$ cat config.mk
export PLATFORM = sky130hd
export DESIGN_NAME = spi_flash_responder
export DESIGN_NICKNAME = d
export VERILOG_FILES = /design/src/rtl/spi_flash_responder.sv
export SDC_FILE = /design/constraint.sdc
export NUM_CORES = 1
export LEC_CHECK = 0
export CORE_MARGIN = 1
export CORE_UTILIZATION = 42
export DETAILED_ROUTE_END_ITERATION = 6
export MAX_ROUTING_LAYER = met4
export SLEW_MARGIN = 20
export SYNTH_ARGS = -nofsm -noshare
export SYNTH_HDL_FRONTEND = slang
export SYNTH_SLANG_ARGS = --single-unit
$ cat constraint.sdc
create_clock -name i_clk -period 3.8 [get_ports i_clk]
set_input_delay 0.95 -clock i_clk [delete_from_list [all_inputs] [get_ports i_clk]]
set_output_delay 0.95 -clock i_clk [all_outputs]
set_load 0.01 [all_outputs]
$ cat src/rtl/spi_flash_responder.sv
`timescale 1ns/1ps
// spi_flash_responder: SPI mode-0 target emulating the read side of an
// SST25-style serial flash. SCK, CS_n and SI are oversampled on i_clk.
// Supported opcodes are READ (opcode + 24-bit address, streaming data) and
// RDSR (status byte, repeated for as long as CS_n stays low).
//
// Ports:
//   i_clk        system clock, at least 8x the SCK frequency
//   i_reset      synchronous reset, active-high
//   i_spi_clk    SCK from the master (asynchronous)
//   i_spi_cs_n   chip select, active-low (asynchronous)
//   i_spi_si     master-out data (asynchronous)
//   o_spi_so     target-out data
//   o_spi_so_en  tri-state enable for o_spi_so
//   o_mem_rd     one-cycle memory read strobe
//   o_mem_addr   memory read address, valid with o_mem_rd
//   i_mem_data   memory read data, valid one i_clk after o_mem_rd
//   i_status     status byte returned by RDSR
//   o_busy       high from CS assertion until the FSM is back in IDLE
//   o_cmd_err    one-cycle pulse on an unsupported opcode
module spi_flash_responder #(
   parameter int unsigned P_ADDR_W   = 17,
   parameter logic [7:0]  P_CMD_READ = 8'h03,
   parameter logic [7:0]  P_CMD_RDSR = 8'h05
) (
   input  logic                i_clk,
   input  logic                i_reset,
   input  logic                i_spi_clk,
   input  logic                i_spi_cs_n,
   input  logic                i_spi_si,
   output logic                o_spi_so,
   output logic                o_spi_so_en,
   output logic                o_mem_rd,
   output logic [P_ADDR_W-1:0] o_mem_addr,
   input  logic [7:0]          i_mem_data,
   input  logic [7:0]          i_status,
   output logic                o_busy,
   output logic                o_cmd_err
);

   // Receive shifter holds the opcode and the low address bits; upper wire
   // address bits simply fall off the top.
   localparam int unsigned RX_W = (P_ADDR_W > 8) ? P_ADDR_W : 8;

   typedef enum logic [2:0] {
      S_IDLE,
      S_CMD,
      S_ADDR,
      S_DATA,
      S_STAT,
      S_IGNORE
   } state_t;

   state_t              state;
   logic                sck_s1, sck_s2, sck_prev;
   logic                cs_s1, cs_s2;
   logic                si_s1, si_s2;
   logic                sck_rise, sck_fall;
   logic [2:0]          bitcnt;
   logic [1:0]          byte_cnt;
   logic [RX_W-1:0]     rx_sh;
   logic [RX_W-1:0]     rx_next;
   logic [P_ADDR_W-1:0] addr;
   logic [7:0]          prefetch;
   logic [7:0]          out_sh;
   logic                rd_pend;

   assign sck_rise = sck_s2 & ~sck_prev;
   assign sck_fall = ~sck_s2 & sck_prev;
   assign rx_next  = {rx_sh[RX_W-2:0], si_s2};

   // Synchronizers, FSM and all registered outputs.
   always_ff @(posedge i_clk) begin
      if (i_reset) begin
         sck_s1      <= 1'b0;
         sck_s2      <= 1'b0;
         sck_prev    <= 1'b0;
         cs_s1       <= 1'b1;
         cs_s2       <= 1'b1;
         si_s1       <= 1'b0;
         si_s2       <= 1'b0;
         state       <= S_IDLE;
         bitcnt      <= 3'd0;
         byte_cnt    <= 2'd0;
         rx_sh       <= '0;
         addr        <= '0;
         prefetch    <= 8'd0;
         out_sh      <= 8'd0;
         rd_pend     <= 1'b0;
         o_spi_so    <= 1'b0;
         o_spi_so_en <= 1'b0;
         o_mem_rd    <= 1'b0;
         o_mem_addr  <= '0;
         o_busy      <= 1'b0;
         o_cmd_err   <= 1'b0;
      end else begin
         sck_s1   <= i_spi_clk;
         sck_s2   <= sck_s1;
         sck_prev <= sck_s2;
         cs_s1    <= i_spi_cs_n;
         cs_s2    <= cs_s1;
         si_s1    <= i_spi_si;
         si_s2    <= si_s1;

         o_mem_rd  <= 1'b0;
         o_cmd_err <= 1'b0;

         // Memory data arrives one cycle after the strobe.
         rd_pend <= o_mem_rd;
         if (rd_pend) begin
            prefetch <= i_mem_data;
         end

         // Deselect overrides everything, including a coincident SCK edge.
         if (cs_s2) begin
            state       <= S_IDLE;
            o_spi_so    <= 1'b0;
            o_spi_so_en <= 1'b0;
            o_busy      <= 1'b0;
         end else begin
            case (state)
               S_IDLE: begin
                  state    <= S_CMD;
                  bitcnt   <= 3'd0;
                  byte_cnt <= 2'd0;
                  o_busy   <= 1'b1;
               end

               S_CMD: begin
                  if (sck_rise) begin
                     rx_sh  <= rx_next;
                     bitcnt <= bitcnt + 3'd1;
                     if (bitcnt == 3'd7) begin
                        if (rx_next[7:0] == P_CMD_READ) begin
                           state    <= S_ADDR;
                           byte_cnt <= 2'd0;
                        end else if (rx_next[7:0] == P_CMD_RDSR) begin
                           state  <= S_STAT;
                           out_sh <= i_status;
                        end else begin
                           state     <= S_IGNORE;
                           o_cmd_err <= 1'b1;
                        end
                     end
                  end
               end

               S_ADDR: begin
                  if (sck_rise) begin
                     rx_sh  <= rx_next;
                     bitcnt <= bitcnt + 3'd1;
                     if (bitcnt == 3'd7) begin
                        byte_cnt <= byte_cnt + 2'd1;
                        if (byte_cnt == 2'd2) begin
                           addr       <= rx_next[P_ADDR_W-1:0];
                           o_mem_addr <= rx_next[P_ADDR_W-1:0];
                           o_mem_rd   <= 1'b1;
                           state      <= S_DATA;
                        end
                     end
                  end
               end

               S_DATA: begin
                  if (sck_rise) begin
                     bitcnt <= bitcnt + 3'd1;
                  end
                  if (sck_fall) begin
                     if (bitcnt == 3'd0) begin
                        // Byte boundary: emit the prefetched byte and fetch
                        // the next one so it is ready a full byte later.
                        o_spi_so    <= prefetch[7];
                        out_sh      <= {prefetch[6:0], 1'b0};
                        o_spi_so_en <= 1'b1;
                        addr        <= addr + P_ADDR_W'(1);
                        o_mem_addr  <= addr + P_ADDR_W'(1);
                        o_mem_rd    <= 1'b1;
                     end else begin
                        o_spi_so <= out_sh[7];
                        out_sh   <= {out_sh[6:0], 1'b0};
                     end
                  end
               end

               S_STAT: begin
                  if (sck_rise) begin
                     bitcnt <= bitcnt + 3'd1;
                     // Reload on the last rise of each byte so the next byte
                     // reflects the current status.
                     if (bitcnt == 3'd7) begin
                        out_sh <= i_status;
                     end
                  end
                  if (sck_fall) begin
                     o_spi_so    <= out_sh[7];
                     out_sh      <= {out_sh[6:0], 1'b0};
                     o_spi_so_en <= 1'b1;
                  end
               end

               S_IGNORE: begin
                  o_spi_so_en <= 1'b0;
               end

               default: begin
                  state <= S_IDLE;
               end
            endcase
         end
      end
   end

endmodule

==> reports/qor.yml <==
logic_synthesis:
  synth.most_common_cell: "dfxtp_1"
  synthCells: 414
  synth_cell_types: 54
  avgSynthCellArea_um2: 8.384
  synth_edf_count: 0
  yosys-top-cells-area: "dfxtp_1 40%, mux2i_1 6.6%, nor2_1 6.1%"
  synth_seq_cells: 70
  ys_top_cells_by_count: "70 x dfxtp_1, 56 x nor2_1, 30 x a21oi_1, 27 x nand2_1, 25 x clkbuf_1"
  syn_nets: 443
  synth-main-ff-cell: "dfxtp_1"
  synthesis.area_um2: 3471
  postSynth.asyncResetShare_pct: 0
  synth-seq-area-share_pct: 40.37
  synth_top_area_cell: "dfxtp_1"
  yosysWarnings: 0
  synth.top_cell.area_share_pct: 40.37
clock_tree:
  cts_tree: "done"
  clockRootBuffer: "clkbuf_8"
  cts.clk_slew.worst_paths_ns: 0.07
  htreeDepth: 3
  cts_buffers: 9
  clockBufferDepth: 2
  cts_setup_buffers: 0
  cts_resized: 0
  clock-sinks: 70
  cts_hold_buf: 0
  clock_latency_ns: 0.34
timing:
  maxSlewHeadroom_pct: 38.95
  fmax_mhz: 411.2
  finClkSkew_ns: 0.009362
  setup-tns-final_ns: 0
  grt_setup_unrepaired: "false"
  min_period_ns: 2.432
  slew_violations: 0
  setup_viol_count_final: 0
  hold_viol_final: 0
  period_share_pct: 64.01
  worstMarginPinSlew_ns: 0.9145
power:
  cell_internal_pwr_mw: 1.105
  pwr-share-comb_pct: 4.2
  ir_drop_v: 0.0002176
  p_sw_mw: 0.3100
  p_clk_share_pct: 43.4
  p_leak_nw: 1.455
  power_frac_seq_pct: 52.4
  netSwitchingFraction_pct: 21.90
  p_per_area_nw_per_um2: 342.8
worst_setup_path:
  crit_type: "register to primary output"
  slowest_stage: "clkdlybuf4s50_1"
  r2r_start: "state[2]"
  path_delay_family: "buffers and inverters"
  slowest_delay_ns: 0.61
  cp_data_arrival_time_ns: 1.48
  cp-end-kind: "primary output"
  crit_chain: "clkdlybuf4s50_1"
  setup.worst_path.start_class: "register"
  path_max_fanout: 9
  critical_path.startpoint: "addr[2]"
  path_buf_inv: 1
  worstPathRequired_ns: 2.85
route:
  drt-vias-per-instance: 5.556
  wl_per_cell_um: 15.63
  num_vias: 3050
  postRouteWirelength_mm: 8.579
  drcViolationCount: 0
  drt_iter0_drc: 122
  drt_pass1_iterations: 4
  postRouteAntennaNets: 0
die:
  die_x_um: 92.91
  initial_core_util_pct: 44.23
  fp.dieH_um: 92.91
  core_area_um2: 7848
  io_pins: 43
  die_area_um2: 8631
  row_count: 32
layout:
  syn2layout_area_growth_pct: 18.96
  insertedDiodeCount: 0
  drive_gt1_share_pct: 6.711
  fillCellCount: 785
  final_cells: 549
  nets: 471
place:
  dp_cells: 533
  numPortBuffers: 42
  place_hpwl_mm: 6.028
  gp_congestion: 0.8665
global_routing:
  grt-ovfl-total: 0
  grt_usage_pct: 21.68
  grt_first_pass_wirelength_mm: 14.39
  grt_pass1_vias: 2880
  grt_antenna_before_repair: 0
  grt_max_degree: 49
hold_path:
  min_path_type: "register to register"
  hold_start: "cs_s1"
flow_run:
  maxCapViolCount: 0
status:
  outcome: "finished clean"
==> kinds of logic (layout without fill, tap and decap cells) <==
kind of cell	after synthesis	after routing	share of synthesized area, %
and+or+nand+nor	163	163	23.94
xor gates and xnor gates	2	2	0.5048
muxes	23	23	6.633
DFF	70	70	40.37
AOI/OAI and AO/OA	107	107	20.62
adders and majority gates	11	11	3.749
buffers and inverters	38	71	4.182
==> state kept, by name, summed over array words and instances (netlist names) <==
name / cells
addr: 17
bitcnt: 3
byte_cnt: 2
cs_s1: 1
cs_s2: 1
o_busy: 1
o_cmd_err: 1
o_mem_rd: 1
o_spi_so: 1
o_spi_so_en: 1
out_sh: 8
prefetch: 8
rd_pend: 1
rx_sh: 16
sck_prev: 1
sck_s1: 1
sck_s2: 1
si_s1: 1
si_s2: 1
state: 3
==> power groups by stage <==
stage	logic [mW]	clock network, mW	registers, mW
global route	0.0643	0.669	0.743
floorplan	0.0319	0	0.757
global placement	0.0590	0	0.759
finish	0.0590	0.615	0.742
detailed placement	0.0596	0	0.759
CTS	0.0597	0.631	0.742
==> final cells by class <==
| cell class | instances | area (µm²) | area share (%) |
|---|---|---|---|
| Clock inverter | 4 | 45.04 | 1.091 |
| Multi-Input combinational cell | 306 | 1924 | 46.61 |
| Timing Repair Buffer | 45 | 437.9 | 10.61 |
| Inverter | 10 | 37.54 | 0.9091 |
| Clock buffer | 12 | 155.1 | 3.758 |
| Sequential cell | 70 | 1401 | 33.94 |
| Tap cell | 102 | 127.6 | 3.091 |
==> path summary, 6_finish.rpt <==
kind | to | slack, ns | depth (start not counted)
min reg2reg | cs_s2 | 0.41 | 1
min | cs_s2 | 0.41 | 1
max | o_mem_addr[2] | 1.37 | 1
max reg2reg | addr[6] | 1.49 | 6
==> layout by cell type, fill, tap and decap left out, drive strengths merged, types with 6 or more instances in the layout <==
cell	n
a32oi	7
ha	8
a211oi	9
clkdlybuf4s50	41
nor4	6
mux2i	23
nor2	57
inv	10
nand3	10
a311oi	8
clkbuf	12
nand2	27
nand2b	9
o21ai	21
nor2b	7
a21oi	31
nor3	6
or2	7
dfxtp	70
==> metrics by stage <==
step                      util (%)  instance area (µm²)  total power, mW  setup WS (ns)  hold WS (ns)
after floorplan                  -                 3471           0.7887          1.840        0.3895
final                        52.61                 4129            1.415          1.368        0.4087
after detailed placement     50.06                 3929           0.8187          1.534        0.3923
after global routing         52.61                 4129            1.476          1.255        0.4260
after CTS                    52.61                 4129            1.432          1.338        0.4106
after global placement       50.06                 3929           0.8180          1.540        0.3957
==> layer usage <==
metal / track usage (%) / up-vias / part of all wire, %
met4: 4.615 / 0 / 0.79
met2: 32.72 / 56 / 46
met1: 29.49 / 1439 / 50
met5: - / - / 0
li1: - / 1548 / -
met3: 5.090 / 7 / 3.6
No activity file was read; power rests on OpenSTA's default activity.
